`src/rtl/core_defs.sv`:
```
// Shared core definitions: register-index width, NOP encoding and the EX operand-mux select codes.
package core_defs;

   localparam int          REG_W = 5;
   localparam logic [31:0] NOP   = 32'h0000_0013;

   typedef enum logic [1:0] {
      FWD_REGFILE = 2'b00,
      FWD_WB      = 2'b01,
      FWD_MEM     = 2'b10
   } fwd_sel_e;

endpackage

```
`src/rtl/fwd_sel_gen.sv`:
```
// Next forwarding select for one ALU operand; purely combinational, no backpressure.
// The youngest producer (EX) wins over the older one (MEM); x0 and bubble slots always read the regfile.
module fwd_sel_gen #(
   parameter int REG_W = 5
) (
   input  logic             ex_v_i,
   input  logic             ex_wr_i,
   input  logic [REG_W-1:0] ex_rd_i,
   input  logic             mem_v_i,
   input  logic             mem_wr_i,
   input  logic [REG_W-1:0] mem_rd_i,
   input  logic [REG_W-1:0] rs_i,
   input  logic             use_rs_i,
   input  logic             slot_vld_i,
   output logic [1:0]       sel_o
);
   import core_defs::*;

   logic ex_hit;
   logic mem_hit;

   assign ex_hit  = ex_v_i  & ex_wr_i  & (|ex_rd_i)  & (ex_rd_i  == rs_i) & use_rs_i;
   assign mem_hit = mem_v_i & mem_wr_i & (|mem_rd_i) & (mem_rd_i == rs_i) & use_rs_i;

   always_comb begin
      sel_o = FWD_REGFILE;
      if (slot_vld_i) begin
         if (ex_hit) begin
            sel_o = FWD_MEM;
         end else if (mem_hit) begin
            sel_o = FWD_WB;
         end
      end
   end

endmodule

```
`src/rtl/fwd_hazard_ctrl.sv`:
```
// EX operand forwarding, load-use stall and taken-branch flush control; stall/flush same cycle, selects registered.
// No backpressure of its own: it generates the hold/bubble/flush that stall and squash the front end.
module fwd_hazard_ctrl #(
   parameter int REG_W = core_defs::REG_W,
   parameter int CNT_W = 32
) (
   input  logic             clk,
   input  logic             rst,
   input  logic             id_valid,
   input  logic [REG_W-1:0] id_rs1,
   input  logic [REG_W-1:0] id_rs2,
   input  logic             id_use_rs1,
   input  logic             id_use_rs2,
   input  logic [REG_W-1:0] id_rd,
   input  logic             id_reg_write,
   input  logic             id_mem_read,
   input  logic             ex_branch_taken,
   output logic             pc_hold,
   output logic             if_id_hold,
   output logic             id_ex_bubble,
   output logic             if_id_flush,
   output logic [1:0]       fwd_a_sel,
   output logic [1:0]       fwd_b_sel,
   output logic [CNT_W-1:0] stall_count,
   output logic [CNT_W-1:0] flush_count
);
   import core_defs::*;

   logic             ex_v_q,  ex_v_d;
   logic             ex_wr_q, ex_wr_d;
   logic             ex_ld_q, ex_ld_d;
   logic [REG_W-1:0] ex_rd_q, ex_rd_d;
   logic             mem_v_q,  mem_v_d;
   logic             mem_wr_q, mem_wr_d;
   logic [REG_W-1:0] mem_rd_q, mem_rd_d;
   logic [1:0]       fwd_a_q, fwd_a_d;
   logic [1:0]       fwd_b_q, fwd_b_d;
   logic [CNT_W-1:0] stall_cnt_q, stall_cnt_d;
   logic [CNT_W-1:0] flush_cnt_q, flush_cnt_d;

   logic lu;
   logic fl;
   logic slot_vld;

   function automatic logic srcmatch(input logic v, input logic wr, input logic [REG_W-1:0] rd,
                                     input logic [REG_W-1:0] rs, input logic use_rs);
      return v & wr & (|rd) & (rd == rs) & use_rs;
   endfunction

   assign lu = id_valid & ex_ld_q &
               (srcmatch(ex_v_q, ex_wr_q, ex_rd_q, id_rs1, id_use_rs1) |
                srcmatch(ex_v_q, ex_wr_q, ex_rd_q, id_rs2, id_use_rs2));
   assign fl = ex_branch_taken;

   // Only a real instruction that is neither stalled nor squashed occupies EX next cycle.
   assign slot_vld = id_valid & ~lu & ~fl;

   assign pc_hold      = ~rst & lu & ~fl;
   assign if_id_hold   = ~rst & lu & ~fl;
   assign id_ex_bubble = ~rst & (lu | fl);
   assign if_id_flush  = ~rst & fl;

   fwd_sel_gen #(.REG_W(REG_W)) u_sel_a (
      .ex_v_i    (ex_v_q),
      .ex_wr_i   (ex_wr_q),
      .ex_rd_i   (ex_rd_q),
      .mem_v_i   (mem_v_q),
      .mem_wr_i  (mem_wr_q),
      .mem_rd_i  (mem_rd_q),
      .rs_i      (id_rs1),
      .use_rs_i  (id_use_rs1),
      .slot_vld_i(slot_vld),
      .sel_o     (fwd_a_d)
   );

   fwd_sel_gen #(.REG_W(REG_W)) u_sel_b (
      .ex_v_i    (ex_v_q),
      .ex_wr_i   (ex_wr_q),
      .ex_rd_i   (ex_rd_q),
      .mem_v_i   (mem_v_q),
      .mem_wr_i  (mem_wr_q),
      .mem_rd_i  (mem_rd_q),
      .rs_i      (id_rs2),
      .use_rs_i  (id_use_rs2),
      .slot_vld_i(slot_vld),
      .sel_o     (fwd_b_d)
   );

   always_comb begin
      ex_v_d      = slot_vld;
      ex_rd_d     = id_rd;
      ex_wr_d     = id_reg_write;
      ex_ld_d     = id_mem_read;
      mem_v_d     = ex_v_q;
      mem_rd_d    = ex_rd_q;
      mem_wr_d    = ex_wr_q;
      stall_cnt_d = stall_cnt_q;
      flush_cnt_d = flush_cnt_q;
      if (lu & ~fl) begin
         stall_cnt_d = stall_cnt_q + CNT_W'(1);
      end
      if (fl) begin
         flush_cnt_d = flush_cnt_q + CNT_W'(1);
      end
   end

   always_ff @(posedge clk) begin
      if (rst) begin
         ex_v_q      <= 1'b0;
         ex_wr_q     <= 1'b0;
         ex_ld_q     <= 1'b0;
         ex_rd_q     <= '0;
         mem_v_q     <= 1'b0;
         mem_wr_q    <= 1'b0;
         mem_rd_q    <= '0;
         fwd_a_q     <= FWD_REGFILE;
         fwd_b_q     <= FWD_REGFILE;
         stall_cnt_q <= '0;
         flush_cnt_q <= '0;
      end else begin
         ex_v_q      <= ex_v_d;
         ex_wr_q     <= ex_wr_d;
         ex_ld_q     <= ex_ld_d;
         ex_rd_q     <= ex_rd_d;
         mem_v_q     <= mem_v_d;
         mem_wr_q    <= mem_wr_d;
         mem_rd_q    <= mem_rd_d;
         fwd_a_q     <= fwd_a_d;
         fwd_b_q     <= fwd_b_d;
         stall_cnt_q <= stall_cnt_d;
         flush_cnt_q <= flush_cnt_d;
      end
   end

   assign fwd_a_sel   = fwd_a_q;
   assign fwd_b_sel   = fwd_b_q;
   assign stall_count = stall_cnt_q;
   assign flush_count = flush_cnt_q;

endmodule

```
`config.mk`:
```
export PLATFORM = sky130hd
export DESIGN_NAME = fwd_hazard_ctrl
export DESIGN_NICKNAME = d
export VERILOG_FILES = /design/src/rtl/core_defs.sv /design/src/rtl/fwd_sel_gen.sv /design/src/rtl/fwd_hazard_ctrl.sv
export SDC_FILE = /design/constraint.sdc
export NUM_CORES = 1
export LEC_CHECK = 0
export CORE_MARGIN = 2
export CORE_UTILIZATION = 35
export CTS_CLUSTER_DIAMETER = 150
export DETAILED_ROUTE_END_ITERATION = 10
export SYNTH_ARGS = -nofsm -noshare
export SYNTH_HDL_FRONTEND = slang
export SYNTH_SLANG_ARGS = --single-unit
```
`constraint.sdc`:
```
create_clock -name clk -period 1.9 [get_ports clk]
set_input_delay 0.19 -clock clk [delete_from_list [all_inputs] [get_ports clk]]
set_output_delay 0.19 -clock clk [all_outputs]
set_load 0.01 [all_outputs]
```
==> results.ini, run 1 <==
[synthesis]
synth_cell_types = 39
syn_area_per_cell_um2 = 8.723
ys_seq_elements = 83
synth_edf_count = 0
syn_area_mm2 = 0.003986
yosys_warnings = 0
ys_async_sr_fraction = 0
syn_inst = 457
ys.flop_type = dfxtp_1
syn-num-nets = 482
ys_seq_area_frac = 0.4168

[timing]
rsz0062_at_grt = true
relSlewSlack = 0.6156
setup_viol = 35
maxSlewViolCount = 0
finalCriticalPeriod_ns = 2.144
fin_ws_ns = -0.2437
fmaxAchievable_mhz = 466.5
worstMarginPinSlew_ns = 0.5766
whs_ns = 0.1657
period_share = 1.128
skew_ns = 0.007789
finalHoldViolCount = 0

[min_path]
whs_path_depth = 2
min_path_type = in -> reg
min_from = rst
hold_end = ex_ld_q$_SDFF_PP0_

[run]
cap_violations = 0

[floorplanning]
dieArea_mm2 = 0.01226
floorplan.die.height_um = 110.7
core_mm2 = 0.01098
die_w_um = 110.7
ioPinCount = 95
start_util = 0.3630
num_rows = 38

[cells_and_area]
multi_input_area_mm2 = 0.002466
n_antenna_cell = 0
fillers = 1011
area_growth_pct = 55.93
drive_gt1_frac = 0.2653
layout.nets = 645
regArea_mm2 = 0.001684

[routing]
wirelength_mm = 11.45
vias = 4008
wl_per_cell_um = 15.02
vias_per_cell = 5.260
ant_nets = 0
first_pass_iters = 4
drc = 0
drtIter0Drc = 122

[critical_path]
start_kind = flop
reg2reg_slack_ns = -0.24
critPathCaptureType = primary output
critical-path-slowest-cell = dfxtp_2
r2r-end = stall_count[11]$_SDFFE_PP0P_
worstPathCellList = xor2_1 > nor4_2 > buf_4 > a32oi_4 > nor3_2 > buf_4 > buf_6
path_common_cell = buf_4
cp.required_ns = 1.71
rr_startpoint = ex_rd_q[4]$_SDFF_PP0_
path_max_fanout = 4
reg2reg_depth = 7
critical_path_class = reg -> out
max_stage_delay_ns = 0.34
crit_arrival_ns = 1.95

[global_routing]
grt_pass1_wl_mm = 18.42
gr-usage-all-layers = 0.1787
grt_pass1_vias = 3927
grt_overflow = 0
antenna_found_initial = 0
grt_max_degree = 48

[clock_tree]
cts_root_buf = clkbuf_16
clk_latency_ns = 0.33
cts-buffers-inserted = 9
htreeDepth = 3
clk_pin_slew_ns = 0.05
cts.hold.buffers_added = 0
clock_sinks = 83
cts_max_path_buffers = 2
cts_tree = yes

[placement]
dpl_worst_slack_ns = -0.5676
hpwl_mm = 7.648
gp_congestion = 0.8856
port_buffers = 94

[run_status]
violations = negative setup slack
status = finished, violations left

[pwr]
power_density_mw_per_mm2 = 577.2
max-vdd-ir-drop_mv = 0.5241
leakage_uw = 0.002252

worst max-delay path by stage:
stage	startpoint	endpoint	slack [ns]
2_1_floorplan	ex_rd_q[4]$_SDFF_PP0_	pc_hold	-0.01
3_3_place_gp	id_rs1[3]	id_ex_bubble	-0.51
3_5_place_dp	id_rs2[4]	stall_count[8]$_SDFFE_PP0P_	-0.57
4_1_cts	ex_rd_q[0]$_SDFF_PP0_	if_id_hold	-0.24
5_1_grt	ex_rd_q[4]$_SDFF_PP0_	if_id_hold	-0.35
6_report	ex_rd_q[4]$_SDFF_PP0_	if_id_hold	-0.24
cells by family after synthesis:
group                      after synthesis  share of synthesized area
xor gates and xnor gates                48                     0.1055
AOI/OAI and AO/OA                       70                     0.1073
muxes                                    5                    0.01381
DFF                                     83                     0.4168
adders and majority gates                2                   0.006276
buffers and inverters                   36                    0.03798
and+or+nand+nor                        213                     0.3123
flip-flops by register name, summed over array words and instances, names as in the netlist, 2 cells and up:
register / cells
flush_count: 32
stall_count: 32
ex_rd_q: 5
mem_rd_q: 5
fwd_a_sel: 2
fwd_b_sel: 2
metrics by stage:
stage | power, uW | area [um2] | TNS [ns] | std cells | util
after detailed placement | 2057 | 5583 | -20.82 | 737 | 0.5083
final | 3588 | 6216 | -7.045 | 762 | 0.5660
after global routing | 3724 | 6216 | -9.668 | 762 | 0.5660
after global placement | 2050 | 5583 | -18.82 | 737 | 0.5083
after floorplan | 1917 | 4015 | -0.02880 | 457 | -
after CTS | 3624 | 6031 | -5.569 | 760 | 0.5491
synth_stat cells, drive strengths merged (5+ instances only):
cell type,number,area share
or3,5,0.0078
xor2,25,0.055
buf,10,0.013
o21ai,7,0.0088
nor2b,21,0.033
nand2,26,0.024
o31ai,25,0.047
dfxtp,83,0.42
xnor2,23,0.051
clkbuf,16,0.016
and3,5,0.0078
nand3,24,0.030
a21oi,34,0.043
or4,29,0.056
nand4,21,0.038
nor4,15,0.038
nor2,41,0.039
inv,10,0.0094
nor3,16,0.020
final cells by class:
type	instances	share of cell area
Multi-Input combinational cell	339	0.3967
Sequential cell	83	0.2709
Timing Repair Buffer	177	0.2579
Clock buffer	13	0.04026
Tap cell	140	0.02818
Inverter	10	0.006039
layout by cell type, fill, tap and decap left out, types with 2 or more instances in the layout:
master | netlist | layout
buf_2 | 5 | 2
xor2_1 | 25 | 25
nand4_1 | 18 | 18
nor3_1 | 16 | 9
a21oi_1 | 34 | 22
dfxtp_1 | 83 | 71
inv_1 | 10 | 10
nor4_4 | 3 | 8
a21oi_2 | 0 | 12
or3_1 | 5 | 5
dfxtp_4 | 0 | 3
nor2_1 | 41 | 41
nand4_4 | 0 | 2
dfxtp_2 | 0 | 9
clkdlybuf4s50_1 | 0 | 90
and4_1 | 4 | 4
nand3_1 | 24 | 23
buf_4 | 2 | 73
nand2_1 | 26 | 25
buf_6 | 0 | 11
xnor2_1 | 23 | 23
nor4_1 | 10 | 6
mux2_4 | 0 | 3
and3_1 | 5 | 5
o31ai_1 | 25 | 25
nor3_2 | 0 | 7
or4_4 | 1 | 13
clkbuf_16 | 0 | 9
or4_1 | 28 | 17
clkbuf_1 | 14 | 3
o21ai_0 | 7 | 7
nor2b_1 | 21 | 21
critical path, delay by kind of cell (launching register included):
| family | cells | cell delay, ns |
|---|---|---|
| buf+inv | 3 | 0.42 |
| compound gates | 1 | 0.16 |
| xor+xnor | 1 | 0.17 |
| flops | 1 | 0.34 |
| simple gates | 2 | 0.54 |
power by group:
group / leakage (uW) / switching, uW / internal (uW) / total [uW]
clock network: 0.000122 / 642 / 901 / 1540
logic: 0.00145 / 122 / 141 / 264
registers: 0.000678 / 20.5 / 1760 / 1780
total: 0.00225 / 785 / 2800 / 3590
per-layer routing:
| metal | share of wire | track usage |
|---|---|---|
| met5 | 0 | 0 |
| met4 | 0.011 | 0.04750 |
| met3 | 0.053 | 0.05796 |
| met2 | 0.49 | 0.3018 |
| met1 | 0.44 | 0.2195 |
what timing repair did:
item / CTS / global route
buffers inserted: 11 / 2
pin swaps: 21 / 10
gates cloned: 0 / 1
resized for setup: 48 / 38
setup endpoints to repair: 36 / 47
No activity file was read; power rests on OpenSTA's default activity.
==> run 2: changes to the inputs <==
--- a/config.mk
+++ b/config.mk
@@ -9,6 +9,7 @@
 export CORE_UTILIZATION = 35
 export CTS_CLUSTER_DIAMETER = 150
 export DETAILED_ROUTE_END_ITERATION = 10
+export DONT_BUFFER_PORTS = 1
 export SYNTH_ARGS = -nofsm -noshare
 export SYNTH_HDL_FRONTEND = slang
 export SYNTH_SLANG_ARGS = --single-unit
==> run 2 against run 1 <==
The run still ends with negative setup slack left. Via count is 7.4% lower. Worst setup slack worse by 0.0062 ns. Global-route usage grew 0.22 points. Sequential power about the same. Worst hold slack lost 0.14 ns. Flip-flop and latch count unchanged. Critical path type unchanged. Maximum frequency shrank 0.29%.
==> results.ini, run 2 (synthesis gave the netlist of run 1 again) <==
[cells_and_area]
final_area_mm2 = 0.005505
layout.nets = 562
area_growth_pct = 38.10
regArea_mm2 = 0.001682
mostFrequentLayoutCells = 73 x buf_4, 69 x dfxtp_1, 41 x nor2_1
fin_cells = 681
layout_commonest_cell = buf_4
drive_gt1_frac = 0.3105
multi_input_area_mm2 = 0.002460
n_antenna_cell = 0
fillers = 999

[global_routing]
antenna_found_initial = 0
grt_overflow = 0
grt_pass1_vias = 3660
grt_pass1_wl_mm = 18.13
gr-usage-all-layers = 0.1810
grt_max_degree = 75

[pwr]
leakage_uw = 0.002004
power_uw = 3736
power_density_mw_per_mm2 = 678.6
max-vdd-ir-drop_mv = 0.4259

[run]
cap_violations = 0

[clock_tree]
cts_root_buf = clkbuf_16
cts-buffers-inserted = 9
clk_pin_slew_ns = 0.06
clock_sinks = 83
cts_max_path_buffers = 2
clk_latency_ns = 0.34
htreeDepth = 3
cts_tree = yes

[critical_path]
path_common_cell = buf_6
crit_arrival_ns = 1.96
critPathCaptureType = primary output
worstPathCellList = xor2_1 > nor4_1 > buf_4 > buf_6 > a32oi_4 > buf_6 > nor3_4 > buf_6
critical-path-slowest-cell = dfxtp_2
reg2reg_depth = 8
max_stage_delay_ns = 0.35
critical_path_class = reg -> out
cp.required_ns = 1.71
startpoint = ex_rd_q[3]$_SDFF_PP0_
rr_startpoint = ex_rd_q[3]$_SDFF_PP0_
reg2reg_slack_ns = -0.23
path_max_fanout = 7
start_kind = flop
critPathCapture = if_id_hold
r2r-end = stall_count[5]$_SDFFE_PP0P_

[routing]
vias_per_cell = 5.452
wirelength_mm = 11.17
first_pass_iters = 4
ant_nets = 0
drc = 0
drtIter0Drc = 171
wl_per_cell_um = 16.40
vias = 3713

[timing]
setup_viol = 32
period_share = 1.132
relSlewSlack = 0.6855
fin_ws_ns = -0.2500
fmaxAchievable_mhz = 465.1
rsz0062_at_grt = true
maxSlewViolCount = 0
worstMarginPinSlew_ns = 0.4674
finalCriticalPeriod_ns = 2.150
skew_ns = 0.009412
finalHoldViolCount = 0

[min_path]
min_path_type = in -> reg

[placement]
dpl_worst_slack_ns = -0.1876
gp_congestion = 0.8086
dp.cells = 647
hpwl_mm = 7.195
port_buffers = 0
postPlaceCellArea_mm2 = 0.004690

[floorplanning]
start_util = 0.3630
ioPinCount = 95
dieArea_mm2 = 0.01226
num_rows = 38
core_mm2 = 0.01098
die_w_um = 110.7
floorplan.die.height_um = 110.7

[run_status]
status = finished, violations left
violations = negative setup slack

==> run 2: through the flow <==
| step | hold slack (ns) | utilization | setup TNS [ns] |
|---|---|---|---|
| global placement | 0.2669 | 0.4270 | -2.322 |
| global route | 0.01305 | 0.5013 | -9.846 |
| CTS | 0.01037 | 0.4804 | -5.204 |
| floorplan | 0.3182 | - | -0.02880 |
| detailed placement | 0.2734 | 0.4270 | -3.544 |
| finish | 0.02615 | 0.5013 | -5.886 |
==> run 2: worst max-delay path, delay by kind of cell (launching register included) <==
kind            cells  cell delay (ns)
compound gates      1             0.08
xor+xnor            1             0.16
buf+inv             4             0.59
flops               1             0.35
simple gates        2             0.43
==> run 2: power by group <==
group          total [uW]  internal [uW]  switching, uW
registers            1780           1760           17.4
clock network        1760           1080            679
logic                 197           99.0           98.3
==> run 2: worst min-delay path by stage <==
stage	slack, ns	cells after the start	start	endpoint
global placement	0.27	1	rst	stall_count[3]$_SDFFE_PP0P_
floorplan	0.32	1	id_mem_read	ex_ld_q$_SDFF_PP0_
CTS	0.01	1	id_reg_write	ex_wr_q$_SDFF_PP0_
global route	0.01	1	id_reg_write	ex_wr_q$_SDFF_PP0_
finish	0.03	1	id_reg_write	ex_wr_q$_SDFF_PP0_
detailed placement	0.27	1	rst	stall_count[2]$_SDFFE_PP0P_
==> run 2: routing by layer <==
metal,part of all wire,vias to the layer above,wire length [um],global-route usage
met4,0.014,0,161,0.04667
li1,-,1822,-,-
met5,0,-,0,0
met1,0.43,1787,4777,0.2147
met3,0.061,14,684,0.06998
met2,0.50,90,5546,0.3072
==> run 2: cell type report <==
| type | count | area share |
|---|---|---|
| flip-flops and latches | 83 | 0.3055 |
| clock buffers | 13 | 0.04727 |
| repair buffers | 95 | 0.1555 |
| multi-input cells | 338 | 0.4468 |
| inverters | 10 | 0.006818 |
| well taps | 140 | 0.03182 |
| clock inverters | 2 | 0.006364 |
==> run 2: repair_timing <==
action	4_1_cts	5_1_grt
hold buffers	10	0
endpoints found under the hold margin	76	0
setup buffers	6	1
pin swaps	11	5
setup endpoints to repair	33	45
gates resized for setup	21	46
cloned	2	0
==> run 3: changes to the inputs <==
--- a/config.mk
+++ b/config.mk
@@ -5,6 +5,7 @@
 export SDC_FILE = /design/constraint.sdc
 export NUM_CORES = 1
 export LEC_CHECK = 0
+export CAP_MARGIN = 20
 export CORE_MARGIN = 2
 export CORE_UTILIZATION = 35
 export CTS_CLUSTER_DIAMETER = 150
==> constraint.sdc (replaced) <==
create_clock -name clk -period 2.29 [get_ports clk]
set_input_delay 0.229 -clock clk [delete_from_list [all_inputs] [get_ports clk]]
set_output_delay 0.229 -clock clk [all_outputs]
set_load 0.01 [all_outputs]
==> run 3 against run 2 <==
The flow now finishes without violations. Combinational power down 39%. Largest cell class unchanged. Critical path depth decreased by 2. Clock skew down 0.0042 ns. Largest power group unchanged. Flip-flop and latch count stayed put. Sequential power down 17%. Die area stayed put. Critical endpoint is now stall_count[29]$_SDFFE_PP0P_. First-iteration DRC count increased by 5.3%. Worst setup slack improved by 0.45 ns.
==> results.ini, run 3 (synthesis gave the netlist of run 1 again) <==
[cells_and_area]
drive_gt1_frac = 0.1372
layout_commonest_cell = dfxtp_1
final_area_mm2 = 0.004669
utilization = 0.4252
mostFrequentLayoutCells = 83 x dfxtp_1, 41 x nor2_1, 33 x a21oi_1
fillers = 1065
area_growth_pct = 17.14
regArea_mm2 = 0.001662
multi_input_area_mm2 = 0.002216
layout.nets = 501

[placement]
postPlaceCellArea_mm2 = 0.004309
hpwl_mm = 6.584
gp_congestion = 0.7622
port_buffers = 0
dpl_worst_slack_ns = 0.05977

[clock_tree]
clk_latency_ns = 0.34
htreeDepth = 3
cts_max_path_buffers = 2
cts_tree = yes
cts_root_buf = clkbuf_16
clock_sinks = 83
clk_pin_slew_ns = 0.06
cts-buffers-inserted = 9

[floorplanning]
ioPinCount = 95
start_util = 0.3630
core_mm2 = 0.01098
floorplan.die.height_um = 110.7
num_rows = 38
dieArea_mm2 = 0.01226
die_w_um = 110.7

[timing]
fmaxAchievable_mhz = 477.7
skew_ns = 0.005228
finalHoldViolCount = 0
worstMarginPinSlew_ns = 0.5288
fin_ws_ns = 0.1965
finalCriticalPeriod_ns = 2.094
setup_viol = 0
relSlewSlack = 0.6448
rsz0062_at_grt = false
period_share = 0.9142
setup_tns_ns = 0
maxSlewViolCount = 0

[routing]
ant_nets = 0
wirelength_mm = 9.748
drtIter0Drc = 180
wl_per_cell_um = 15.65
first_pass_iters = 4
drc = 0
vias = 3455
vias_per_cell = 5.546

[pwr]
power_density_mw_per_mm2 = 631.6
max-vdd-ir-drop_mv = 0.3824
leakage_uw = 0.001560

[critical_path]
critical-path-slowest-cell = mux2_2
max_stage_delay_ns = 0.37
critPathCaptureType = flop
cp.required_ns = 2.52
cpLargestDelayFamily = simple AND/OR/NAND/NOR gates
cp.buffers_inverters = 1
worstPathCellList = xor2_1 > nor4_4 > a32oi_4 > buf_4 > nor4_1 > mux2_2
start_kind = flop
path_max_fanout = 6
crit_arrival_ns = 2.32
critical_path_class = reg -> reg

[run]
cap_violations = 0

[global_routing]
grt_pass1_wl_mm = 16.15
antenna_found_initial = 2
grt_max_degree = 75
grt_pass1_vias = 3234
grt_overflow = 0
gr-usage-all-layers = 0.1602

[min_path]
min_path_type = in -> reg

[run_status]
status = completed

run 3: routing by layer:
layer / vias to the layer above / wire length (um) / GRT usage
li1: 1709 / - / -
met4: 0 / 196 / 0.07000
met1: 1639 / 4150 / 0.1818
met2: 90 / 4651 / 0.2634
met3: 17 / 749 / 0.06780
met5: - / 0 / 0
run 3: area by class of cell:
| type | instances | area share |
|---|---|---|
| Multi-Input combinational cell | 338 | 0.4745 |
| Sequential cell | 83 | 0.3558 |
| Timing Repair Buffer | 34 | 0.06431 |
| Clock buffer | 14 | 0.05654 |
| Tap cell | 140 | 0.03751 |
| Inverter | 10 | 0.008039 |
| Clock inverter | 2 | 0.002144 |
| Antenna cell | 2 | 0.001072 |
run 3: what timing repair did:
action,CTS,global route
setup buffers,1,3
gates resized for setup,1,3
setup endpoints to repair,1,25
pin swaps,1,2
gates cloned,0,0
endpoints found under the hold margin,74,0
hold buffers,1,0
run 3: where the power goes:
group | internal, uW | switching [uW] | leakage (uW)
clock | 792 | 562 | 0.000137
sequential | 1460 | 14.7 | 0.000672
combinational | 51.2 | 69.9 | 0.000751
run 3: metrics by stage:
step	hold WS, ns	cells	total power, uW
after detailed placement	0.3118	600	1595
after global placement	0.3111	600	1591
final	0.02360	623	2949
after floorplan	0.3572	457	1590
after global routing	0.02490	623	3060
after CTS	0.007174	618	2972
run 3: path summary, 6_finish.rpt:
kind	start	end	slack [ns]	cells past startpoint
worst min-delay path	id_use_rs2	fwd_b_sel[0]$_SDFF_PP0_	0.02	2
worst min register to register	ex_wr_q$_SDFF_PP0_	mem_wr_q$_SDFF_PP0_	0.46	1
worst max register to register	ex_rd_q[4]$_SDFF_PP0_	stall_count[29]$_SDFFE_PP0P_	0.20	6
worst max-delay path	ex_rd_q[4]$_SDFF_PP0_	stall_count[29]$_SDFFE_PP0P_	0.20	6
run 3: worst reg2reg max path: stages (launching register included):
cell	delay, ns
dfxtp_1	0.34
xor2_1	0.19
nor4_4	0.36
a32oi_4	0.21
buf_4	0.20
nor4_1	0.32
mux2_2	0.37
